## src/rtl/gpu_pixel_arbiter.sv

```systemverilog
// Arbitrates the framebuffer pixel-write path between the line and fill engines.
// Line has priority, and a burst limit keeps either engine from starving the other.
module gpu_pixel_arbiter #(
  parameter int MAX_BURST    = 8,
  parameter int WIDTH_BITS   = 10,
  parameter int HEIGHT_BITS  = 10,
  parameter int CHANNEL_BITS = 8
) (
  input  logic                    clk,
  input  logic                    n_rst,
  input  logic                    line_req,
  input  logic [WIDTH_BITS-1:0]   x_line_i,
  input  logic [HEIGHT_BITS-1:0]  y_line_i,
  input  logic [CHANNEL_BITS-1:0] r_line_i,
  input  logic [CHANNEL_BITS-1:0] g_line_i,
  input  logic [CHANNEL_BITS-1:0] b_line_i,
  input  logic                    fill_req,
  input  logic [WIDTH_BITS-1:0]   x_fill_i,
  input  logic [HEIGHT_BITS-1:0]  y_fill_i,
  input  logic [CHANNEL_BITS-1:0] r_fill_i,
  input  logic [CHANNEL_BITS-1:0] g_fill_i,
  input  logic [CHANNEL_BITS-1:0] b_fill_i,
  input  logic                    out_ready,
  output logic                    line_ack,
  output logic                    fill_ack,
  output logic                    pix_valid,
  output logic [WIDTH_BITS-1:0]   x_o,
  output logic [HEIGHT_BITS-1:0]  y_o,
  output logic [CHANNEL_BITS-1:0] r_o,
  output logic [CHANNEL_BITS-1:0] g_o,
  output logic [CHANNEL_BITS-1:0] b_o,
  output logic                    line_active,
  output logic                    fill_active
);

  localparam int              CNT_W   = $clog2(MAX_BURST + 1);
  localparam logic [CNT_W-1:0] CNT_MAX = CNT_W'(MAX_BURST);

  localparam logic [1:0] S_IDLE = 2'd0;
  localparam logic [1:0] S_LINE = 2'd1;
  localparam logic [1:0] S_FILL = 2'd2;

  logic [1:0]              r_state;
  logic [CNT_W-1:0]        r_cnt;
  logic                    r_pix_valid;
  logic [WIDTH_BITS-1:0]   r_x;
  logic [HEIGHT_BITS-1:0]  r_y;
  logic [CHANNEL_BITS-1:0] r_r;
  logic [CHANNEL_BITS-1:0] r_g;
  logic [CHANNEL_BITS-1:0] r_b;

  logic                    w_accept;
  logic                    w_cnt_max;
  logic                    w_sel_line;
  logic                    w_sel_fill;
  logic [1:0]              w_next_owner;

  // The output stage frees up either when empty or when its pixel is consumed now.
  assign w_accept  = !r_pix_valid || out_ready;
  assign w_cnt_max = (r_cnt == CNT_MAX);

  // Selection uses only req/state/cnt/accept so data never reaches the acks.
  always_comb begin
    w_sel_line = 1'b0;
    w_sel_fill = 1'b0;
    if (w_accept) begin
      case (r_state)
        S_LINE: begin
          if (line_req && !(fill_req && w_cnt_max)) w_sel_line = 1'b1;
          else if (fill_req)                        w_sel_fill = 1'b1;
        end
        S_FILL: begin
          if (fill_req && !(line_req && w_cnt_max)) w_sel_fill = 1'b1;
          else if (line_req)                        w_sel_line = 1'b1;
        end
        default: begin
          if (line_req)      w_sel_line = 1'b1;
          else if (fill_req) w_sel_fill = 1'b1;
        end
      endcase
    end
  end

  assign w_next_owner = w_sel_line ? S_LINE : S_FILL;

  always_ff @(posedge clk or negedge n_rst) begin
    if (!n_rst) begin
      r_state     <= S_IDLE;
      r_cnt       <= '0;
      r_pix_valid <= 1'b0;
      r_x         <= '0;
      r_y         <= '0;
      r_r         <= '0;
      r_g         <= '0;
      r_b         <= '0;
    end else if (w_accept) begin
      if (w_sel_line || w_sel_fill) begin
        r_pix_valid <= 1'b1;
        r_state     <= w_next_owner;
        if (r_state != w_next_owner) r_cnt <= CNT_W'(1);
        else if (!w_cnt_max)         r_cnt <= r_cnt + CNT_W'(1);
        if (w_sel_line) begin
          r_x <= x_line_i;
          r_y <= y_line_i;
          r_r <= r_line_i;
          r_g <= g_line_i;
          r_b <= b_line_i;
        end else begin
          r_x <= x_fill_i;
          r_y <= y_fill_i;
          r_r <= r_fill_i;
          r_g <= g_fill_i;
          r_b <= b_fill_i;
        end
      end else begin
        r_pix_valid <= 1'b0;
        r_state     <= S_IDLE;
        r_cnt       <= '0;
      end
    end
  end

  assign line_ack    = w_sel_line;
  assign fill_ack    = w_sel_fill;
  assign pix_valid   = r_pix_valid;
  assign x_o         = r_x;
  assign y_o         = r_y;
  assign r_o         = r_r;
  assign g_o         = r_g;
  assign b_o         = r_b;
  assign line_active = (r_state == S_LINE);
  assign fill_active = (r_state == S_FILL);

endmodule

```

## config.mk

```make
export PLATFORM = sky130hd
export DESIGN_NAME = gpu_pixel_arbiter
export DESIGN_NICKNAME = d
export VERILOG_FILES = /design/src/rtl/gpu_pixel_arbiter.sv
export SDC_FILE = /design/constraint.sdc
export NUM_CORES = 1
export LEC_CHECK = 0
export CORE_UTILIZATION = 33
export DETAILED_ROUTE_END_ITERATION = 16
export PLACE_DENSITY = 0.71
export SYNTH_ARGS = -nofsm -noshare
export SYNTH_HDL_FRONTEND = slang
export SYNTH_SLANG_ARGS = --single-unit
```

## constraint.sdc

```tcl
create_clock -name clk -period 3 [get_ports clk]
set_input_delay 0.75 -clock clk [delete_from_list [all_inputs] [get_ports clk]]
set_output_delay 0.75 -clock clk [all_outputs]
set_load 0.01 [all_outputs]
```

# Word-level counts from Yosys, hierarchy flattened
# Cells that the tools add are included.
# word_totals
ff_bits	51
latch_bits	0
ramBits	0
rom_bits	0
out_inout_bits	49
word_cells	47
memories	0
# classes
n_addsub	1
n_mul	0
div	0
magnitude_cmp	0
eq_ne	5
shifts	0
mux	22
bitwise	0
reduce_logical	11
# op_table
operator	count
$mux W8	3
$mux W10	2
$mux W4	3
$mux W1	10
$add A4 B1 Y4 const B	1
$eq A4 B4 Y1 const B	1
$logic_and A1 B1 Y1	4
$mux W2	2
$pmux W1 S2	2
$reduce_and A2 Y1	2
$logic_not A1 Y1	3
$ne A3 B2 Y1 const B	1
$eq A2 B1 Y1 const B	1
$eq A2 B2 Y1 const B	1
$logic_or A1 B1 Y1	2
$ne A2 B2 Y1	1

# Longest topological paths before layout
# Gate-level depths: netlist (run 1).
# depth
ltp_word	11
ltp_mapped	9

# Worst setup path before layout (run 1)
# Ideal clock, no wire load.
# synth_path
path_kind	input port to output port
start	input port out_ready
end	output port line_ack
arrival_time_ns	1.817
required_ns	2.250
setup_slack_ns	0.433
path_stages	5
path_buffers	2
cell_sequence	nand2b_1 nand2_1 nor4_2 buf_4 buf_2
# synth_via
elab_chain_cells	2
# synth_lines
element	line	text
from (decl)	23	input logic out_ready,
$logic_or A1 B1 Y1	59	assign w_accept = !r_pix_valid || out_ready;
$mux W1	66	if (w_accept) begin
to (decl)	24	output logic line_ack,
# Every way passes these cells.

# Worst setup path in the final report (run 1)
# layout_path
start	input port line_req
end	output port fill_ack
# layout_via
elab_chain_cells	6
# layout_lines
element	line	text
from (decl)	11	input logic line_req,
$logic_and A1 B1 Y1	73	if (fill_req && !(line_req && w_cnt_max)) w_sel_fill = 1'b1;
$logic_not A1 Y1	73	
$logic_and A1 B1 Y1	73	
$mux W1	73	
$pmux W1 S2 *	67	case (r_state)
$mux W1 *	66	
to (decl)	25	output logic fill_ack,
# Mark *: on every way between the ends. The rest lies on a longest branch, timed or not.

==> impl_metrics.ini, run 1 <==
[outcome]
outcome = complete, no violations

[die]
rows = 31
die-area_mm2 = 0.00789
core_mm2 = 0.00725
die_x_um = 88.8
die_height_um = 88.8
start_util_pct = 34.3
io_pins = 142

[critical_path]
worst_setup_path_end_kind = output pin
r2r_slack_ns = 0.38
crit_fanout = 4
r2r-end = r_cnt[0]$_DFFE_PN0P_
worstSetupPathType = in2out
r2r_cells = 10
crit_arrival_ns = 2.13
startpoint_type = primary input
reg2reg_from = r_cnt[0]$_DFFE_PN0P_
required_ns = 2.25

[hold_path]
hold_path.class = reg2reg
whs_path_depth = 1
min_to = r_cnt[2]$_DFFE_PN0P_
hold_start = r_cnt[2]$_DFFE_PN0P_

[route]
dr.pass1.iters = 4
drt_iter0_drc = 61
drc = 0
met1_length_mm = 2.76
routed.top_layer = met4
wirelength_mm = 6.50
via_per_inst = 4.65
via_count = 2246
ant_nets = 0
wl_met3_um = 504
wl_per_cell_um = 13.5
met2_length_mm = 3.16

[final_layout]
instances_no_fill = 483
syn2layout_area_growth_pct = 64.2
drive_above_1_share_pct = 4.43
diodes = 0
nets = 480
num-fill-cells = 654
stdcell_area_mm2 = 0.00409
post-route-util_pct = 56.3

[logic_synthesis]
yosysWarningCount = 0
synth_top_flop_cell = dfrtp_1
synth_edf_count = 0
async_flop_share_pct = 100
ys_seq_elements = 51
synth_fp_nets = 340
yosysSeqAreaShare_pct = 51.3
syn_area_mm2 = 0.00249
syn_area_per_cell_um2 = 10.2
synthCells = 243
synth_cell_types = 30

[grt]
grt_antenna_before_repair = 0
overflow = 0
grt_pass1_wl_mm = 10.3
grt_usage_pct = 17.1
grt_start_max_net_pins = 60
first_global_vias = 2227

[timing]
rsz0062_at_grt = no
final-setup-viol-count = 0
fin_hold_ws_ns = 0.531
max_freq_mhz = 348
fin_ws_ns = 0.123
fin_crit_ns = 2.88
worst_pin_slew_ns = 0.815
finalHoldViolCount = 0
post-route-period-util_pct = 95.9
maxSlewViolCount = 0
tns_ns = 0
fin_skew_ns = 0.00742
max_slew_margin_pct = 45.7

[power]
total_power_mw = 3.43
p_per_area_mw_per_mm2 = 841
ir_drop_mv = 0.373
leakage_nw = 1.93

[cts]
cts.sinks = 51
tritoncts = yes
cts_buffers = 5
h-tree-depth = 2
cts_max_path_buffers = 2
cts.hold.buffers_added = 0
clk_latency_ns = 0.30
cts_root_buffer = clkbuf_8
clk_pin_slew_worst_paths_ns = 0.08

[placed_design]
place.gp.congestion = 0.762
placed_cells = 475
portBuffers = 141
dpl_cell_area_mm2 = 0.00401
dpl.hpwl_mm = 4.82
post-place-ws_ns = -0.129

[job]
maxCapViolCount = 0
[sequential cells by signal, indices dropped and copies added (netlist names)]
| signal | cells |
|---|---|
| b_o | 8 |
| pix_valid | 1 |
| r_o | 8 |
| x_o | 10 |
| r_state | 2 |
| y_o | 10 |
| g_o | 8 |
| r_cnt | 4 |
[cells in the final DEF (no fill, tap or decap), types with 2 or more instances in the layout]
cell,count
o2bb2ai_1,2
o21ai_1,2
nand2b_1,2
clkdlybuf4s50_1,138
nor2_1,3
clkbuf_8,5
inv_1,7
mux2i_1,44
ha_1,4
nand2_1,49
dfrtp_1,51
dlygate4sd2_1,2
nand3_1,3
a21o_1,2
o21ai_0,45
buf_4,6
clkbuf_1,2
[cells in the mapped netlist, drive strengths merged (2+ instances only)]
| master | number | area (µm²) |
|---|---|---|
| dfrtp | 51 | 1280 |
| nand2 | 50 | 190 |
| o21ai | 47 | 235 |
| mux2i | 44 | 440 |
| buf | 8 | 42.5 |
| inv | 7 | 26.3 |
| clkbuf | 6 | 22.5 |
| ha | 4 | 50.1 |
| nand3 | 3 | 15.0 |
| nor2 | 3 | 11.3 |
| a21o | 2 | 15.0 |
| nand2b | 2 | 12.5 |
| o2bb2ai | 2 | 17.5 |
[kinds of logic (layout without fill, tap and decap cells)]
group	Yosys count	count (layout)	synth area share (%)
simple gates	65	65	12.1
compound gates	56	56	12.3
flops	51	51	51.3
mux	45	45	18.3
buf+inv	21	162	3.67
fa+ha+maj	4	4	2.01
xor+xnor	1	1	0.352
[routing by layer]
layer	global-route usage, %	vias to the layer above
met2	29.4	80
li1	-	1118
met4	4.99	0
met1	20.6	1040
met3	5.22	8
met5	0	-
[worst max path at each step]
stage,start,endpoint,slack [ns],depth (start not counted)
global route,fill_req,fill_ack,0.04,6
global placement,out_ready,line_ack,-0.08,5
CTS,line_req,fill_ack,0.13,6
floorplan,out_ready,line_ack,0.43,5
finish,line_req,fill_ack,0.12,6
detailed placement,out_ready,line_ack,-0.13,5
[what timing repair did]
action / in CTS / in global routing
resized for setup: 2 / 0
buffers inserted: 0 / 0
setup endpoints to repair: 2 / 0
[area by class of cell]
| type | instances | area (µm²) | share of cell area, % |
|---|---|---|---|
| inverter | 7 | 26.3 | 0.643 |
| multi-input combinational | 171 | 1130 | 27.6 |
| tap | 99 | 124 | 3.03 |
| sequential | 51 | 1280 | 31.2 |
| clock buffer | 7 | 76.3 | 1.87 |
| clock inverter | 1 | 5.00 | 0.123 |
| timing repair buffer | 147 | 1450 | 35.5 |
[critical path, cell delays in order]
cell             delay (ns)
clkdlybuf4s50_1        0.53
inv_1                  0.05
o311a_1                0.37
nand2_2                0.08
inv_1                  0.05
dlygate4sd2_1          0.28
[power breakdown]
group	switching [mW]	internal [mW]
combinational	0.848	1.01
clock	0.213	0.164
sequential	0.186	1.02
total	1.25	2.19
Note: power is estimated with default switching activity, not from simulation.
==> inputs of run 2 (changes only) <==
--- a/config.mk
+++ b/config.mk
@@ -5,6 +5,7 @@
 export SDC_FILE = /design/constraint.sdc
 export NUM_CORES = 1
 export LEC_CHECK = 0
+export CORE_MARGIN = 2
 export CORE_UTILIZATION = 33
 export DETAILED_ROUTE_END_ITERATION = 16
 export PLACE_DENSITY = 0.71
==> run 2 against run 1 <==
Net effect: register-to-register slack barely moved; final cell count rose by 0.41%; utilization rose by 0.27 points; sequential cell count did not move; first-iteration DRC count rose by 49%; largest cell class unchanged; setup slack barely moved; critical endpoint unchanged; critical path depth did not move; via count rose by 0.80%; total power rose by 2.4%; die area rose by 4.6%; sequential power barely moved; sequential share of layout area fell by 0.31 points.
==> impl_metrics.ini, run 2 (synthesis gave the netlist of run 1 again) <==
[final_layout]
mostFrequentLayoutCell = clkdlybuf4s50_1
diodes = 0
final_cell_mix = clkdlybuf4s50_1 (138), dfrtp_1 (51), nand2_1 (49)
drive_above_1_share_pct = 5.44
nets = 482
syn2layout_area_growth_pct = 65.9
num-fill-cells = 660
post-route-util_pct = 56.6
stdcell_area_mm2 = 0.00413
instances_no_fill = 485

[cts]
cts_max_path_buffers = 2
cts.sinks = 51
cts_setup_buffers = 0
h-tree-depth = 2
cts.hold.buffers_added = 0
cts_root_buffer = clkbuf_8
tritoncts = yes
cts_buffers = 5
clk_latency_ns = 0.29
clk_pin_slew_worst_paths_ns = 0.09

[placed_design]
dpl.hpwl_mm = 5.05
placed_cells = 477
post-place-ws_ns = -0.227
portBuffers = 141
place.gp.congestion = 0.739
dpl_cell_area_mm2 = 0.00402

[power]
ir_drop_mv = 0.342
p_per_area_mw_per_mm2 = 852
leakage_nw = 1.95
total_power_mw = 3.52

[critical_path]
worst_setup_path_end_kind = output pin
startpoint_type = primary input
crit_arrival_ns = 2.13
required_ns = 2.25
crit_fanout = 4
worstSetupPathType = in2out

[route]
wl_per_cell_um = 13.8
via_count = 2264
drt_iter0_drc = 91
via_per_inst = 4.67
ant_nets = 0
drc = 0
wirelength_mm = 6.72
dr.pass1.iters = 4

[timing]
fin_ws_ns = 0.124
fin_crit_ns = 2.88
max_freq_mhz = 348
maxSlewViolCount = 0
post-route-period-util_pct = 95.9
final-setup-viol-count = 0
fin_skew_ns = 0.00463
worst_pin_slew_ns = 0.769
tns_ns = 0
max_slew_margin_pct = 48.7
fin_hold_ws_ns = 0.481
rsz0062_at_grt = no
finalHoldViolCount = 0

[grt]
grt_usage_pct = 16.0
grt_pass1_wl_mm = 10.7
grt_antenna_before_repair = 0
overflow = 0
first_global_vias = 2223
grt_start_max_net_pins = 63

[die]
die_x_um = 90.8
die-area_mm2 = 0.00825
core_mm2 = 0.00729
io_pins = 142
rows = 31
start_util_pct = 34.1
die_height_um = 90.8

[outcome]
outcome = complete, no violations

[hold_path]
hold_path.class = in2async

[job]
maxCapViolCount = 0
run 2: cell types whose count changed in the layout (fill, tap and decap cells not counted), sizes merged:
| cell | delta |
|---|---|
| buf | +2 |
| clkinv | -1 |
| clkinvlp | +1 |
run 2: critical path, cell delays in order:
cell	delay, ns
clkdlybuf4s50_1	0.53
inv_1	0.06
o311a_1	0.37
nand2_2	0.08
inv_1	0.05
dlygate4sd2_1	0.28
run 2: final cells by class:
type                    instances  area [µm²]  area share (%)
clock buffers                   7        96.3            2.33
multi-input cells             171        1130            27.3
well taps                      99         124            3.00
flip-flops and latches         51        1280            30.9
inverters                       7        26.3           0.637
repair buffers                149        1470            35.6
clock inverters                 1        7.51           0.182
run 2: final timing paths:
check / startpoint / endpoint / slack (ns) / cells past startpoint
max in group asynchronous: n_rst / b_o[4]$_DFFE_PN0P_ / 1.76 / 2
worst max register to register: r_cnt[0]$_DFFE_PN0P_ / r_cnt[0]$_DFFE_PN0P_ / 0.39 / 10
worst max-delay path: line_req / fill_ack / 0.12 / 6
worst min register to register: r_cnt[2]$_DFFE_PN0P_ / r_cnt[2]$_DFFE_PN0P_ / 0.55 / 1
worst min-delay path: n_rst / r_o[0]$_DFFE_PN0P_ / 0.48 / 1
min in group clk: r_cnt[2]$_DFFE_PN0P_ / r_cnt[2]$_DFFE_PN0P_ / 0.55 / 1
run 2: routing by layer:
| metal | GRT usage (%) | share of wire, % | vias to the layer above |
|---|---|---|---|
| li1 | - | - | 1123 |
| met1 | 20.5 | 43 | 1050 |
| met2 | 25.8 | 49 | 78 |
| met3 | 4.09 | 5.9 | 13 |
| met4 | 6.44 | 2.3 | 0 |
| met5 | 0 | 0 | - |
run 2: power by group:
group	switching, mW	internal (mW)	total [mW]
combinational	0.864	1.03	1.89
clock	0.219	0.210	0.430
sequential	0.181	1.02	1.20
total	1.26	2.25	3.52
run 2: what timing repair did:
item	CTS	global route
pin swaps	0	0
gates resized for setup	2	1
endpoints found under the setup margin	2	1
